[src/rtl/pmbus_arb_pkg.sv]
// Shared states and constants for the PMBus command/CSR arbiter.
package pmbus_arb_pkg;

    localparam int unsigned ADDR_W = 8;

    typedef enum logic [1:0] {
        ST_IDLE,
        ST_GRANT0,
        ST_GRANT1,
        ST_DONE
    } t_arb_states;

    localparam logic ARB_M0 = 1'b0;
    localparam logic ARB_M1 = 1'b1;

    // Byte returned to a master whose transfer was forcibly terminated
    localparam logic [7:0] PMB_NODATA_BYTE = 8'hFF;

endpackage

[src/rtl/pmbus_arb_timer.sv]
// Stuck-slave watchdog: counts stalled grant cycles, flags when the limit is hit.
module pmbus_arb_timer #(
    parameter int unsigned TIMEOUT_CLKS = 255
) (
    input  logic CLOCK,
    input  logic RESET_N,
    input  logic CLEAR,
    input  logic RUN,
    output logic EXPIRED
);
    localparam int unsigned CNT_W = $clog2(TIMEOUT_CLKS + 1);
    localparam logic [CNT_W-1:0] CNT_MAX = CNT_W'(TIMEOUT_CLKS);

    logic [CNT_W-1:0] count;

    // Saturating stall counter, held at zero outside a grant
    always_ff @(posedge CLOCK) begin
        if (!RESET_N || CLEAR) begin
            count <= '0;
        end else if (RUN && (count != CNT_MAX)) begin
            count <= count + CNT_W'(1);
        end
    end

    assign EXPIRED = (count == CNT_MAX);

endmodule

[src/rtl/pmbus_cmd_arbiter.sv]
// Round-robin arbiter between the PMBus bridge (M0) and a host CSR master (M1).
// Define PMBUS_ARB_TIMEOUT_EN to enable the stuck-slave timeout.
module pmbus_cmd_arbiter
    import pmbus_arb_pkg::*;
#(
    parameter int unsigned MAX_BYTES    = 2,
    parameter int unsigned TIMEOUT_CLKS = 255
) (
    input  logic                   CLOCK,
    input  logic                   RESET_N,
    input  logic [ADDR_W-1:0]      M0_COMMAND,
    input  logic [MAX_BYTES-1:0]   M0_BYTEEN,
    input  logic                   M0_READ,
    input  logic                   M0_WRITE,
    input  logic [MAX_BYTES*8-1:0] M0_WRITEDATA,
    output logic [MAX_BYTES*8-1:0] M0_READDATA,
    output logic                   M0_WAITREQUEST,
    input  logic [ADDR_W-1:0]      M1_ADDRESS,
    input  logic [MAX_BYTES-1:0]   M1_BYTEEN,
    input  logic                   M1_READ,
    input  logic                   M1_WRITE,
    input  logic [MAX_BYTES*8-1:0] M1_WRITEDATA,
    output logic [MAX_BYTES*8-1:0] M1_READDATA,
    output logic                   M1_WAITREQUEST,
    output logic [ADDR_W-1:0]      S_ADDRESS,
    output logic [MAX_BYTES-1:0]   S_BYTEEN,
    output logic                   S_READ,
    output logic                   S_WRITE,
    output logic [MAX_BYTES*8-1:0] S_WRITEDATA,
    input  logic                   S_WAITREQUEST,
    input  logic [MAX_BYTES*8-1:0] S_READDATA,
    output logic                   TIMEOUT
);
    localparam int unsigned DATA_W = MAX_BYTES * 8;

    t_arb_states          state, state_nxt;
    logic                 last_grant, last_grant_nxt;
    logic                 load, sel_nxt;
    logic                 mux_rd, mux_wr;
    logic [ADDR_W-1:0]    mux_addr;
    logic [MAX_BYTES-1:0] mux_be;
    logic [DATA_W-1:0]    mux_wd;
    logic                 req0, req1;
    logic                 in_grant, cur_sel, cur_req;
    logic                 timer_expired, timeout_hit;

    assign req0        = M0_READ | M0_WRITE;
    assign req1        = M1_READ | M1_WRITE;
    assign in_grant    = (state == ST_GRANT0) || (state == ST_GRANT1);
    assign cur_sel     = (state == ST_GRANT1) ? ARB_M1 : ARB_M0;
    assign cur_req     = (cur_sel == ARB_M1) ? req1 : req0;
    assign timeout_hit = in_grant && timer_expired && S_WAITREQUEST;

`ifdef PMBUS_ARB_TIMEOUT_EN
    pmbus_arb_timer #(
        .TIMEOUT_CLKS(TIMEOUT_CLKS)
    ) u_timer (
        .CLOCK  (CLOCK),
        .RESET_N(RESET_N),
        .CLEAR  (!in_grant),
        .RUN    (in_grant && S_WAITREQUEST),
        .EXPIRED(timer_expired)
    );
`else
    assign timer_expired = 1'b0;
`endif

    // Arbitration, grant tracking and selection of the master feeding the slave port
    always_comb begin
        state_nxt      = state;
        last_grant_nxt = last_grant;
        sel_nxt        = ARB_M0;
        load           = 1'b0;
        case (state)
            ST_IDLE: begin
                if (req0 && (!req1 || (last_grant == ARB_M1))) begin
                    state_nxt = ST_GRANT0;
                    sel_nxt   = ARB_M0;
                    load      = 1'b1;
                end else if (req1) begin
                    state_nxt = ST_GRANT1;
                    sel_nxt   = ARB_M1;
                    load      = 1'b1;
                end
            end
            ST_GRANT0, ST_GRANT1: begin
                sel_nxt = cur_sel;
                if (!S_WAITREQUEST || timeout_hit) begin
                    state_nxt      = ST_DONE;
                    last_grant_nxt = cur_sel;
                end else if (!cur_req) begin
                    state_nxt = ST_IDLE;
                end else begin
                    load = 1'b1;
                end
            end
            ST_DONE: state_nxt = ST_IDLE;
            default: state_nxt = ST_IDLE;
        endcase

        if (sel_nxt == ARB_M1) begin
            mux_rd   = M1_READ;
            mux_wr   = M1_WRITE;
            mux_addr = M1_ADDRESS;
            mux_be   = M1_BYTEEN;
            mux_wd   = M1_WRITEDATA;
        end else begin
            mux_rd   = M0_READ;
            mux_wr   = M0_WRITE;
            mux_addr = M0_COMMAND;
            mux_be   = M0_BYTEEN;
            mux_wd   = M0_WRITEDATA;
        end
    end

    always_ff @(posedge CLOCK) begin
        if (!RESET_N) begin
            state       <= ST_IDLE;
            last_grant  <= ARB_M1;
            S_READ      <= 1'b0;
            S_WRITE     <= 1'b0;
            S_ADDRESS   <= '0;
            S_BYTEEN    <= '0;
            S_WRITEDATA <= '0;
        end else begin
            state      <= state_nxt;
            last_grant <= last_grant_nxt;
            // A write always wins over a simultaneous read
            S_WRITE    <= load && mux_wr;
            S_READ     <= load && mux_rd && !mux_wr;
            if (load) begin
                S_ADDRESS   <= mux_addr;
                S_BYTEEN    <= mux_be;
                S_WRITEDATA <= mux_wd;
            end
        end
    end

    // Handshake return path to the granted master
    always_comb begin
        M0_WAITREQUEST = 1'b1;
        M1_WAITREQUEST = 1'b1;
        M0_READDATA    = '0;
        M1_READDATA    = '0;
        TIMEOUT        = 1'b0;
        if (in_grant) begin
            if (cur_sel == ARB_M1) begin
                M1_WAITREQUEST = S_WAITREQUEST && !timeout_hit;
                M1_READDATA    = timeout_hit ? {MAX_BYTES{PMB_NODATA_BYTE}} : S_READDATA;
            end else begin
                M0_WAITREQUEST = S_WAITREQUEST && !timeout_hit;
                M0_READDATA    = timeout_hit ? {MAX_BYTES{PMB_NODATA_BYTE}} : S_READDATA;
            end
            TIMEOUT = timeout_hit;
        end
    end

endmodule

[config.mk]
export PLATFORM = sky130hd
export DESIGN_NAME = pmbus_cmd_arbiter
export DESIGN_NICKNAME = d
export VERILOG_FILES = /design/src/rtl/pmbus_arb_pkg.sv /design/src/rtl/pmbus_arb_timer.sv /design/src/rtl/pmbus_cmd_arbiter.sv
export SDC_FILE = /design/constraint.sdc
export NUM_CORES = 1
export LEC_CHECK = 0
export CAP_MARGIN = 20
export CORE_ASPECT_RATIO = 2
export CORE_MARGIN = 10
export CORE_UTILIZATION = 33
export DETAILED_ROUTE_END_ITERATION = 8
export GPL_ROUTABILITY_DRIVEN = 1
export GPL_TIMING_DRIVEN = 0
export PLACE_DENSITY = 0.8
export SLEW_MARGIN = 15
export SYNTH_ARGS = -nofsm -noshare
export SYNTH_HDL_FRONTEND = slang
export SYNTH_SLANG_ARGS = --single-unit
export TNS_END_PERCENT = 30
[constraint.sdc]
create_clock -name CLOCK -period 2.68 [get_ports CLOCK]
set_clock_uncertainty 0.1 [all_clocks]
set_input_delay 0.536 -clock CLOCK [delete_from_list [all_inputs] [get_ports CLOCK]]
set_output_delay 0.536 -clock CLOCK [all_outputs]
set_load 0.02 [all_outputs]
Yosys cells after proc, flatten, opt, wreduce, memory -nomap -nowiden
Cells that the tools add are included.
{ "op_classes": {"eq_ne": 5, "n_mux": 27, "bitwise": 3, "n_reduce_logical": 12} }
{ "op_table": {"columns": ["operator", "count"], "rows": [
  ["$mux 16", 5],
  ["$mux 1", 13],
  ["$mux 2", 5],
  ["$mux 8", 1],
  ["$ne 3x3->1 const B", 2],
  ["$pmux 2 s3", 1],
  ["$eq 2x2->1 const B", 2],
  ["$logic_and 1x1->1", 4],
  ["$pmux 1 s2", 2],
  ["$reduce_and 2->1", 2],
  ["$eq 2x1->1 const B", 1],
  ["$logic_not 1->1", 2],
  ["$logic_not 2->1", 1],
  ["$logic_or 1x1->1", 2],
  ["$or 1x1->1", 2],
  ["$reduce_or 2->1", 1],
  ["$not 1->1", 1]
]} }
{ "totals": {"ff_bits": 31, "inputBits": 75, "out_inout_bits": 63, "word_cells": 54} }

Depth between registers and ports, before layout
{ "logic_depth": {"word_depth": 9, "ltp_mapped": 9, "mapped_depth_nobuf": 6} }

Worst setup path after synthesis
OpenSTA, ideal clock, no wires.
{ "synth_timing": {"path_type": "reg2out", "startpoint": "reg state[0]", "endpoint": "out M0_READDATA[10]", "arrival_ps": 1527, "t_required_ps": 2044, "slack_ps": 517, "stages_incl_launch_ff": 7, "n_path_buf": 2, "path_cell_list": "dfxtp_1 -> inv_1 -> ha_1 -> buf_2 -> nor2b_1 -> clkbuf_1 -> and2_1"} }
{ "synth_via": {"elab_chain_len": 4, "elab_cells_between_ends": 6, "cone_classes": "2 x eq/ne; 3 x mux; 1 x reduce/logical"} }
{ "synth_rtl": {"columns": ["item", "line", "rtl"], "rows": [
  ["start, declared", "pmbus_cmd_arbiter.sv:36", "t_arb_states state, state_nxt;"],
  ["start signal, assigned", "pmbus_cmd_arbiter.sv:126", "state <= state_nxt;"],
  ["$eq 2x2->1", "pmbus_cmd_arbiter.sv:50", "assign cur_sel = (state == ST_GRANT1) ? ARB_M1 : ARB_M0;"],
  ["$mux 1", "pmbus_cmd_arbiter.sv:50", null],
  ["named net cur_sel", "pmbus_cmd_arbiter.sv:44", "logic in_grant, cur_sel, cur_req;"],
  ["$mux 16", "pmbus_cmd_arbiter.sv:147", "if (cur_sel == ARB_M1) begin"],
  ["$mux 16", "pmbus_cmd_arbiter.sv:146", "if (in_grant) begin"],
  ["end, declared", "pmbus_cmd_arbiter.sv:16", "output logic [MAX_BYTES*8-1:0] M0_READDATA,"]
]} }
The timed path passes the listed nets, and every way through them passes these cells.

Worst setup path in the final report
{ "layout_timing": {"startpoint": "reg state[0]", "endpoint": "out M0_READDATA[7]"} }
The elaborated chain is that of the path after synthesis.

==> run_results.csv <==
group,metric,value,unit
status,status,"completed",
route,drtAntennaViolNets,0,
final_layout,nFillCells,433,
sta,worst_slew_pin_slew,0.5092,ns
synth,synth_fa_ha_area_frac,0.02122,
setup_path,crit_family,"buffers and inverters",
sta,setup_ws,0.1422,ns
final_layout,drive_gt1_frac,0.1034,
clock_network,h-tree-depth,2,
setup_path,crit_type,"reg -> out",
power_and_ir_drop,powerDensity,1169,nW/um2
global_routing,antenna_found_initial,0,
power_and_ir_drop,vdd_drop_max,0.8614,mV
synth,synth_compound_area_frac,0.2100,
final_layout,final_core_util,0.6388,
setup_path,critPathLaunchType,"register",
route,drc,0,
setup_path,max_stage_delay,0.38,ns
route,postRouteWirelength,6618,um
final_layout,final_common_cell,"clkdlybuf4s50_1",
synth,synthXorXnorAreaFrac,0,
sta,whs,0.4124,ns
global_routing,grt_pass1_wl,10850,um
synth,netlist_instances,203,
global_routing,grt_pass1_vias,2138,
flow_run,maxCapViolations,0,
setup_path,worst_ep_required_time,2.04,ns
floorplan,start_util,0.3412,
setup_path,crit_buf_inv,4,
synth,synth-seq-cells,31,
clock_network,clock-sinks,31,
route,drt_pre_antenna_iters,4,
place,numPortBuffers,135,
global_routing,grt_max_degree,11,
final_layout,diodes,0,
global_routing,grt_overflow_total,0,
clock_network,clock_latency,0.28,ns
setup_path,cpMaxStageDelayCell,"dfxtp_2",
setup_path,cp.arrival,1.90,ns
floorplan,rows,37,
synth,yosysSeqAreaShare,0.3508,
final_layout,syn_to_final_growth,87.20,%
setup_path,crit_fanout,10,
setup_path,worstPathCellList,"inv_1 -> ha_1 -> buf_2 -> nor2b_4 -> clkbuf_4 -> and2_1 -> clkdlybuf4s15_2",
power_and_ir_drop,p_total,3.870,mW
floorplan,top_level_ports,138,
final_layout,instances_no_fill,406,
synth,ys_warn_count,0,
power_and_ir_drop,leakagePower,1.490,nW
floorplan,core-area,5185,um2
route,via_count,1973,
sta,rsz0062_at_grt,"no",
clock_network,cts_buffer_depth,2,
setup_path,crit_path_end_kind,"primary output",
clock_network,cts_root_buffer,"clkbuf_8",
place,place.gp.congestion,0.7467,
sta,min_period,2.538,ns
synth,netlist_area,1769,um2
final_layout,final_nets,425,
min_path,min_path_type,"reg -> reg",
place,hpwlAfterDp,5633,um
synth,synthMuxAreaShare,0.1648,
floorplan,die_x,71.78,um
floorplan,dieArea,8868,um2
sta,setup_viol,0,
route,drt_iter0_drc,36,
clock_network,cts_tree,"yes",
floorplan,die_h,123.6,um
clock_network,clk_pin_slew,0.06,ns
synth,synth_nets,281,
sta,fmax,394.0,MHz
synth,synth_cell_types,34,
clock_network,numCtsBuffers,5,
synth,yosys.area_share.simple,0.1846,
sta,hold_viol,0,
route,viasPerCell,4.860,
place,dp.cells,396,
sta,timing.final.crit_share,0.9469,
sta,slew_headroom,0.6595,
final_layout,multiInputGateArea,1039,um2
synth,async_flop_share,0,
sta,slew_viol_final,0,
synth,synthFlopType,"dfxtp_1",
route,wl_per_cell,16.30,um
final_layout,final_cell_mix,"108 x clkdlybuf4s50_1, 32 x and2_1, 29 x dfxtp_1",
synth,syn_avg_cell_area,8.715,um2
synth,synth_edf_count,0,
synth,synth_top_family_by_area,"compound AO/OA/AOI/OAI gates",
final_layout,seq_area,623.1,um2
place,pre_cts_ws,-0.4251,ns
global_routing,grtUsageTotal,0.1508,
[per-stage QoR]
stage	setup TNS (ns)	area, um2
2_1_floorplan	0	1769
4_1_cts	0	3299
6_report	0	3312
5_1_grt	0	3312
3_5_place_dp	-4.557	3193
3_3_place_gp	-4.041	3193
[final timing paths]
| path | endpoint | slack (ns) | cells after the start | from |
|---|---|---|---|---|
| worst min register to register | state[0]$_SDFFE_PN0P_ | 0.41 | 2 | state[0]$_SDFFE_PN0P_ |
| worst max register to register | S_WRITEDATA[4]$_SDFFE_PN0P_ | 0.54 | 7 | state[0]$_SDFFE_PN0P_ |
| worst min-delay path | state[0]$_SDFFE_PN0P_ | 0.41 | 2 | state[0]$_SDFFE_PN0P_ |
| worst max-delay path | M0_READDATA[7] | 0.14 | 7 | state[0]$_SDFFE_PN0P_ |
[Yosys cell counts, drive strengths merged (2+ instances only)]
cell,n,area [um2]
clkbuf,8,30.03
nor3,2,10.01
nand2b,4,25.02
dfxtp,31,620.6
nor2,3,11.26
and2,32,200.2
o32ai,2,36.29
inv,4,15.01
buf,9,72.57
nor2b,2,12.51
ha,3,37.54
mux2i,28,280.3
a21oi,27,135.1
nand3b,2,15.01
nand2,5,18.77
o21ai,27,135.1
[area by class of cell]
cell class	count	area share
timing repair buffer	137	0.4091
multi-input combinational	151	0.3136
sequential	31	0.1881
buffer	17	0.03249
clock buffer	8	0.03022
tap	58	0.02191
inverter	4	0.004533
[power breakdown]
part	switching [mW]	total, mW	internal, mW
Combinational	1.40	2.63	1.23
Clock	0.167	0.401	0.234
Sequential	0.135	0.839	0.704
[flip-flops by register name, summed over array words and instances, names as in the netlist]
name	flops
S_WRITEDATA	16
S_WRITE	1
S_BYTEEN	2
S_READ	1
S_ADDRESS	8
state	2
last_grant	1
[metal layers]
metal	track usage	part of all wire	vias to the layer above
met5	0	0	-
met4	0.05474	0.012	0
met3	0.07698	0.12	5
met2	0.2722	0.54	102
met1	0.1404	0.34	870
li1	-	-	996
[worst reg2reg max path: stages (launching register included)]
cell and delay [ns]:
dfxtp_2 0.35, inv_1 0.08, ha_1 0.16, buf_2 0.21, nor3_1 0.12, o32ai_4 0.44, clkbuf_1 0.41, a21oi_1 0.13
[cell families after synthesis]
group                    Yosys count
AO/OA/AOI/OAI                     64
AND/OR/NAND/NOR                   54
flip-flops                        31
multiplexers                      29
buffers and inverters             21
adder cells (fa/ha/maj)            3
other                              1
[what timing repair did]
action,CTS,global route
hold endpoints to repair,0,0
cloned,0,0
setup buffers,0,2
hold buffers,0,0
resized for setup,52,2
setup endpoints to repair,27,11
Power figures use the tool's default switching activity.
